File: config.mk
export PLATFORM = sky130hd
export DESIGN_NAME = seg_display_decoder
export DESIGN_NICKNAME = d
export VERILOG_FILES = /design/src/rtl/seg_display_decoder.sv
export SDC_FILE = /design/constraint.sdc
export NUM_CORES = 1
export LEC_CHECK = 0
export ABC_AREA = 1
export CAP_MARGIN = 30
export CORE_ASPECT_RATIO = 1.5
export CORE_MARGIN = 10
export CORE_UTILIZATION = 64
export CTS_BUF_LIST = sky130_fd_sc_hd__clkbuf_8 sky130_fd_sc_hd__clkbuf_16
export DETAILED_ROUTE_END_ITERATION = 16
export DONT_BUFFER_PORTS = 1
export PLACE_DENSITY = 0.81
export REMOVE_ABC_BUFFERS = 1
export SKIP_LAST_GASP = 1
export SYNTH_ARGS = -nofsm -noshare
export SYNTH_HDL_FRONTEND = slang
export SYNTH_SLANG_ARGS = --single-unit
File: constraint.sdc
create_clock -name clk -period 7.15 [get_ports clk]
set_clock_uncertainty 0.05 [all_clocks]
set_input_delay 1.43 -clock clk [delete_from_list [all_inputs] [get_ports clk]]
set_output_delay 1.43 -clock clk [all_outputs]
set_load 0.02 [all_outputs]
File: src/rtl/seg_display_decoder.sv
// -----------------------------------------------------------------------------
// seg_display_decoder
//
// Receive-side monitor for a multiplexed seven-segment display. It watches the
// active-low anode/cathode/DP lines and rebuilds the four displayed hex digits,
// their decimal points and per-digit valid flags. It also checks the scan order
// and flags protocol errors.
//
// Parameters:
//   MIN_DWELL   cycles the sampled {anode,cathode,dp} must hold before capture
//   TIMEOUT     cycles without a capture before the outputs are declared stale
//
// Ports:
//   clk          system clock, rising edge
//   rst_n        asynchronous active-low reset
//   SEG_ANODE    active-low digit select, bit i low selects digit i
//   SEG_CATHODE  active-low segments, bit0 = CA ... bit6 = CG
//   SEG_DP       active-low decimal point
//   digits       captured hex values, digit i in [4i+3:4i]
//   dp           captured decimal point per digit, 1 = lit
//   digit_valid  1 = digit i holds a decoded hex glyph
//   frame_done   one-cycle pulse when all four digits have been captured
//   scan_err     one-cycle pulse on an anode protocol / scan order error
//   pattern_err  one-cycle pulse on an undecodable cathode pattern
//   stale        level, set when no capture happened for TIMEOUT cycles
// -----------------------------------------------------------------------------
module seg_display_decoder #(
    parameter int unsigned MIN_DWELL = 16,
    parameter int unsigned TIMEOUT   = 1000000
) (
    input  logic        clk,
    input  logic        rst_n,
    input  logic [3:0]  SEG_ANODE,
    input  logic [6:0]  SEG_CATHODE,
    input  logic        SEG_DP,
    output logic [15:0] digits,
    output logic [3:0]  dp,
    output logic [3:0]  digit_valid,
    output logic        frame_done,
    output logic        scan_err,
    output logic        pattern_err,
    output logic        stale
);

    // The dwell counter stops at MIN_DWELL-1, so the capture value is reached
    // exactly once per stable interval.
    localparam logic [15:0] DWELL_MAX = 16'(MIN_DWELL - 1);
    localparam logic [15:0] DWELL_CAP = 16'(MIN_DWELL - 2);
    localparam logic [23:0] TMO_MAX   = 24'(TIMEOUT);

    // Sample stage and previous sample, packed as {anode, cathode, dp}.
    logic [11:0] r_smp;
    logic [11:0] r_prev;
    logic [15:0] r_dwell;
    logic [23:0] r_tmo;
    logic [3:0]  r_mask;
    logic [1:0]  r_exp_idx;
    logic        r_order_set;

    logic [15:0] r_digits;
    logic [3:0]  r_dp;
    logic [3:0]  r_valid;
    logic        r_frame_done;
    logic        r_scan_err;
    logic        r_pattern_err;
    logic        r_stale;

    logic [3:0]  w_low;
    logic [6:0]  w_cath;
    logic        w_dp_n;
    logic        w_same;
    logic        w_evt;
    logic        w_onehot;
    logic        w_multi;
    logic        w_cap;
    logic [1:0]  w_idx;
    logic [3:0]  w_hex;
    logic        w_glyph;
    logic        w_blank;
    logic [3:0]  w_hit;
    logic [3:0]  w_mask_new;

    assign w_low      = ~r_smp[11:8];
    assign w_cath     = r_smp[7:1];
    assign w_dp_n     = r_smp[0];
    assign w_same     = (r_smp == r_prev);
    // The counter is about to reach MIN_DWELL-1: this is the capture cycle.
    assign w_evt      = w_same && (r_dwell == DWELL_CAP);
    assign w_onehot   = $onehot(w_low);
    assign w_multi    = (w_low != 4'b0000) && !w_onehot;
    assign w_cap      = w_evt && w_onehot;
    assign w_mask_new = r_mask | w_low;

    generate
        for (genvar gi = 0; gi < 4; gi++) begin : g_hit
            assign w_hit[gi] = w_cap & w_low[gi];
        end
    endgenerate

    always_comb begin
        w_idx = 2'd0;
        for (int i = 0; i < 4; i++) begin
            if (w_low[i]) begin
                w_idx = 2'(i);
            end
        end
    end

    // Cathode pattern (CG..CA, active-low) to hex value.
    always_comb begin
        w_hex   = 4'h0;
        w_glyph = 1'b1;
        w_blank = 1'b0;
        case (w_cath)
            7'b1000000: w_hex = 4'h0;
            7'b1111001: w_hex = 4'h1;
            7'b0100100: w_hex = 4'h2;
            7'b0110000: w_hex = 4'h3;
            7'b0011001: w_hex = 4'h4;
            7'b0010010: w_hex = 4'h5;
            7'b0000010: w_hex = 4'h6;
            7'b1111000: w_hex = 4'h7;
            7'b0000000: w_hex = 4'h8;
            7'b0010000: w_hex = 4'h9;
            7'b0001000: w_hex = 4'hA;
            7'b0000011: w_hex = 4'hB;
            7'b1000110: w_hex = 4'hC;
            7'b0100001: w_hex = 4'hD;
            7'b0000110: w_hex = 4'hE;
            7'b0001110: w_hex = 4'hF;
            7'b1111111: begin
                w_glyph = 1'b0;
                w_blank = 1'b1;
            end
            default: w_glyph = 1'b0;
        endcase
    end

    always_ff @(posedge clk or negedge rst_n) begin
        if (!rst_n) begin
            // Idle lines are all-high, so the sample stage resets to that.
            r_smp         <= '1;
            r_prev        <= '1;
            r_dwell       <= '0;
            r_tmo         <= '0;
            r_mask        <= '0;
            r_exp_idx     <= '0;
            r_order_set   <= 1'b0;
            r_digits      <= '0;
            r_dp          <= '0;
            r_valid       <= '0;
            r_frame_done  <= 1'b0;
            r_scan_err    <= 1'b0;
            r_pattern_err <= 1'b0;
            r_stale       <= 1'b0;
        end else begin
            r_smp  <= {SEG_ANODE, SEG_CATHODE, SEG_DP};
            r_prev <= r_smp;

            if (!w_same) begin
                r_dwell <= '0;
            end else if (r_dwell != DWELL_MAX) begin
                r_dwell <= r_dwell + 16'd1;
            end

            r_frame_done  <= 1'b0;
            r_scan_err    <= 1'b0;
            r_pattern_err <= 1'b0;

            if (w_evt && w_multi) begin
                r_scan_err <= 1'b1;
            end

            if (w_cap) begin
                r_tmo   <= '0;
                r_stale <= 1'b0;
                if (!w_glyph && !w_blank) begin
                    r_pattern_err <= 1'b1;
                end
                // The first capture after reset or stale only establishes order.
                if (r_order_set && (w_idx != r_exp_idx)) begin
                    r_scan_err <= 1'b1;
                end
                r_exp_idx   <= w_idx + 2'd1;
                r_order_set <= 1'b1;
                if (w_mask_new == 4'hF) begin
                    r_frame_done <= 1'b1;
                    r_mask       <= '0;
                end else begin
                    r_mask <= w_mask_new;
                end
                for (int i = 0; i < 4; i++) begin
                    if (w_hit[i]) begin
                        if (w_glyph) begin
                            r_digits[i*4 +: 4] <= w_hex;
                        end
                        r_valid[i] <= w_glyph;
                        r_dp[i]    <= ~w_dp_n;
                    end
                end
            end else if (r_tmo != TMO_MAX) begin
                r_tmo <= r_tmo + 24'd1;
                if (r_tmo == TMO_MAX - 24'd1) begin
                    r_stale     <= 1'b1;
                    r_valid     <= '0;
                    r_mask      <= '0;
                    r_order_set <= 1'b0;
                end
            end
        end
    end

    assign digits      = r_digits;
    assign dp          = r_dp;
    assign digit_valid = r_valid;
    assign frame_done  = r_frame_done;
    assign scan_err    = r_scan_err;
    assign pattern_err = r_pattern_err;
    assign stale       = r_stale;

endmodule
# Yosys cells after proc, flatten, opt, wreduce, memory -nomap -nowiden
# Cells that the tools add are included.
[totals]
out_inout_bits = 28
inputBits = 14
regBits = 99
[op_classes]
bitwise_logic = 7
eq_ne = 29
addsub = 6
n_reduce_logical = 27
muxes = 32
[op_table]
columns = ["operator", "count"]
rows = [
  ["case mux 4 bit (15 select lines)", 1],
  ["2-to-1 mux 24 bit", 2],
  ["== test 7 bit (second input constant)", 5],
  ["2-to-1 mux 16 bit", 2],
  ["adder 24 x 1 -> 24 bit (second input constant)", 1],
  ["== test 24 x 20 -> 1 bit (second input constant)", 1],
  ["inequality test 24 x 20 -> 1 bit (second input constant)", 1],
  ["AND reduction 3 bit", 8],
  ["== test 7 x 5 -> 1 bit (second input constant)", 3],
  ["== test 7 x 6 -> 1 bit (second input constant)", 3],
  ["2-to-1 mux 1 bit", 20],
  ["2-to-1 mux 4 bit", 5],
  ["adder 16 x 1 -> 16 bit (second input constant)", 1],
  ["== test 16 x 4 -> 1 bit (second input constant)", 1],
  ["inequality test 16 x 4 -> 1 bit (second input constant)", 1],
  ["OR reduction 16 bit", 1],
  ["== test 7 x 2 -> 1 bit (second input constant)", 2],
  ["== test 7 x 4 -> 1 bit (second input constant)", 2],
  ["== test 12 bit", 1],
  ["inequality test 2 x 1 -> 1 bit (second input constant)", 5],
  ["AND reduction 2 bit", 5],
  ["== test 7 x 3 -> 1 bit (second input constant)", 1],
  ["logical NOT 7 bit", 1],
  ["logical AND 1 bit", 6],
  ["other kinds (14)", 22],
]

# Longest topological paths before layout
[depth]
word_depth = 10
mapped_depth = 12
depth_no_buf = 11

# Least setup slack after synthesis
# Ideal clock, no wire load.
[synth_path]
path_type = "register -> register"
startpoint = "register r_smp[9]"
endpoint = "register r_digits[10], in the netlist digits[10]"
period_less_slack_ns = 2.622
path_buffers = 0
setup_ns = 0.118
t_required_ns = 6.982
arrival_time_ns = 2.454
stages_incl_launch_ff = 11
setup_slack_ns = 4.528
cell_sequence = "dfstp_2 > fa_1 > inv_1 > ha_1 > ha_1 > nor3_1 > inv_2 > nor2_8 > nand3_4 > nand2_1 > nand2_1"
[synth_via]
elab_chain_cells = 7
word_cells_on_any_way = 9
cone_classes = "add/sub: 2; eq/ne: 2; bitwise: 2; reduce/logical: 3"
[synth_rtl]
columns = ["item", "line_no", "text"]
rows = [
  ["from (decl)", "52", "logic [11:0] r_smp;"],
  ["from (signal assigned)", "157", "r_smp <= {SEG_ANODE, SEG_CATHODE, SEG_DP};"],
  ["NOT 4 bit", "83", "assign w_low = ~r_smp[11:8];"],
  ["adder 1 x 1 -> 2 bit (not written as such)", "89", "assign w_onehot = $onehot(w_low);"],
  ["adder 2 x 2 -> 3 bit (not written as such)", "89", ""],
  ["== test 3 x 1 -> 1 bit", "89", ""],
  ["logical AND 1 bit (*)", "91", "assign w_cap = w_evt && w_onehot;"],
  ["bitwise AND 1 bit", "96", "assign w_hit[gi] = w_cap & w_low[gi];"],
  ["AND reduction 3 bit (no source line) (*)", "n/a", ""],
  ["to (signal, indexed assignment)", "195", "r_digits[i*4 +: 4] <= w_hex;"],
  ["to (decl)", "60", "logic [15:0] r_digits;"],
]
# Every way passes the cells marked *; elsewhere a longest branch is shown, timed or not.
# A chain may end at the register's enable or synchronous reset.

# Worst setup path after layout
[layout_path]
startpoint = "register r_smp[11]"
endpoint = "register r_digits[4], in the netlist digits[4]"
# Same word-level chain as after synthesis.

==> results.tsv <==
metric	value	unit
htreeDepth	3	
max_freq	0.281	GHz
p_int	0.859	mW
grt_pass1_wl	19400	um
viasPerCell	5.60	
pwr-share-seq	52.4	%
ios	42	
track_usage	20.0	%
dp_hpwl	8510	um
drive_gt1_share	10.2	%
fin_util	70.0	%
path_clk_slew	70	ps
end_kind	flip-flop	
cts_resized	0	
cts-root-buf	clkbuf_16	
first_iter_violations	239	
clock_latency	350	ps
syn_area	5170	um2
swShare	22.7	%
ff2ff_path_depth	9	
worstPathMaxFanout	25	
worstPathRequired	7390	ps
critPathLaunchType	flip-flop	
fp-row-count	40	
firstDrtPassIters	5	
nNetsFinal	686	
maxCapViolCount	0	
cts_tree	done	
synth_seq_cells	99	
drc	0	
regToRegStartpoint	r_smp[11]$_DFF_PN1_	
p_total	1.11	mW
wire_per_inst	14.9	um
grt_max_degree	100	
tightest_slew	749	ps
synth_edf_count	0	
p_leak	2.91	nW
async_flop_share	100	%
r2r-end	digits[4]$_DFFE_PN0P_	
finalSetupTns	0	ps
hold_depth	0	
cts_hold_buf	0	
synth_seq_area_share	48.5	%
grt_overflow	0	
r2r_slack	3590	ps
p_clk_share	44.1	%
insertedDiodeCount	0	
floorplan.initialDensity	64.9	%
nFillCells	603	
holdPathEnd	r_prev[1]$_DFF_PN1_	
die-area	12100	um2
rsz0062_at_grt	no	
postRouteWirelength	11500	um
synth_most_common_cell	nand2_1	
ys_top_cells_by_count	190 x nand2_1, 96 x inv_1, 75 x dfrtp_1, 61 x nand3_1, 60 x nor2_1	
core	7960	um2
hold_viol	0	
grt_pass1_vias	4232	
vias	4336	
synth.area.top_cells	dfrtp_1 36%, nand2_1 14%, dfstp_2 12%	
clkSinkCount	99	
yosysWarnings	0	
synth_top_flop_cell	dfrtp_1	
period_share	49.8	%
ant_nets	0	
gp_congestion	0.971	
arrival	3800	ps
crit_type	reg -> reg	
min_path_type	reg -> reg	
io_buffer_count	0	
die_w	93.4	um
hold_start	r_smp[1]$_DFF_PN1_	
numCtsBuffers	9	
drv_slew	0	
cts_buffer_depth	2	
post-synth-top-area-cell	dfrtp_1	
synth_cell_type_count	37	
finalSetupViolations	0	
ir_drop	167	uV
synth.avg_cell_area	7.84	um2
period_minus_slack	3560	ps
antenna_found_initial	0	
combPwrFrac	3.5	%
switchingPower	0.252	mW
slew_headroom	50.0	%
power_density	200	nW/um2
synthCells	659	
status	finished clean	
postCtsSetupBuffers	0	
netlist.area_leader.share	36.3	%
syn_to_final_growth	7.77	%
die_h	130	um
[sequential cells by signal, summed over array words and instances, names as in the netlist]
signal and cells:
r_prev 12, digit_valid 4, r_dwell 16, dp 4, r_smp 12, r_exp_idx 2, frame_done 1, r_tmo 24
digits 16, r_mask 4, stale 1, scan_err 1, pattern_err 1, r_order_set 1
[cell type report]
type	instances	area, um2	area share [%]
Inverter	104	390	7.01
Multi-Input combinational cell	450	2240	40.2
Sequential cell	99	2510	45.0
Clock buffer	9	225	4.04
Clock inverter	7	77.6	1.39
Tap cell	105	131	2.36
[power by group through the flow]
stage | logic (mW) | registers, mW | clock network [mW]
2_1_floorplan | 0.0313 | 0.590 | 0
3_3_place_gp | 0.0383 | 0.592 | 0
3_5_place_dp | 0.0390 | 0.593 | 0
4_1_cts | 0.0392 | 0.582 | 0.497
5_1_grt | 0.0441 | 0.584 | 0.521
6_report | 0.0390 | 0.582 | 0.490
[placed cells by master, fill, tap and decap left out, types with 3 or more instances in the layout]
cell type	n
ha_1	7
inv_1	97
xnor2_1	4
nand4_1	18
dfstp_2	24
o21ai_0	18
inv_2	7
nand2_1	190
clkbuf_16	9
a21oi_1	13
nor2_1	60
o21ai_1	5
nand3b_1	4
nand3_1	61
nand3_4	5
dfrtp_1	75
or2_2	5
nor4_1	3
xor2_1	6
nor3_1	23
nor2_2	6
[layer usage]
layer | GRT usage, % | part of all wire (%) | wire length (um)
met2 | 35.7 | 52 | 6030
met1 | 21.5 | 38 | 4400
met3 | 5.06 | 6.3 | 727
met5 | 0 | 0 | 0
met4 | 9.47 | 3.1 | 362
[through the flow]
stage / hold slack, ps / std cells / area [um2] / worst slack, ps
after CTS: 359 / 774 / 5570 / 3600
after global routing: 369 / 774 / 5570 / 3350
after floorplan: 335 / 653 / 5130 / 4280
after global placement: 344 / 758 / 5270 / 3800
after detailed placement: 349 / 758 / 5270 / 3630
final: 358 / 774 / 5570 / 3590
[worst max path at each step]
stage	from	end	slack [ps]
final	r_smp[11]$_DFF_PN1_	digits[4]$_DFFE_PN0P_	3590
after global routing	r_smp[11]$_DFF_PN1_	digits[4]$_DFFE_PN0P_	3350
after CTS	r_smp[11]$_DFF_PN1_	digits[4]$_DFFE_PN0P_	3600
after detailed placement	r_smp[11]$_DFF_PN1_	digits[4]$_DFFE_PN0P_	3630
after global placement	r_smp[11]$_DFF_PN1_	digits[13]$_DFFE_PN0P_	3800
after floorplan	r_smp[11]$_DFF_PN1_	digits[0]$_DFFE_PN0P_	4280
[logic make-up (layout without fill, tap and decap cells)]
logic type,count (synthesis),count (layout),synth area share [%]
buf+inv,110,120,8.19
compound gates,47,47,5.09
xor+xnor,10,10,1.70
simple gates,385,385,34.4
fa+ha+maj,8,8,2.08
flops,99,99,48.5
[worst max-delay path, stage by stage, from the launching register on]
cell and delay [ps]:
dfstp_2 650, fa_1 460, inv_1 70, ha_1 130, ha_1 220, nor3_1 540
nand4_2 710, nor2_1 470, nand2_1 110, nand2_1 80
Power figures use the tool's default switching activity.
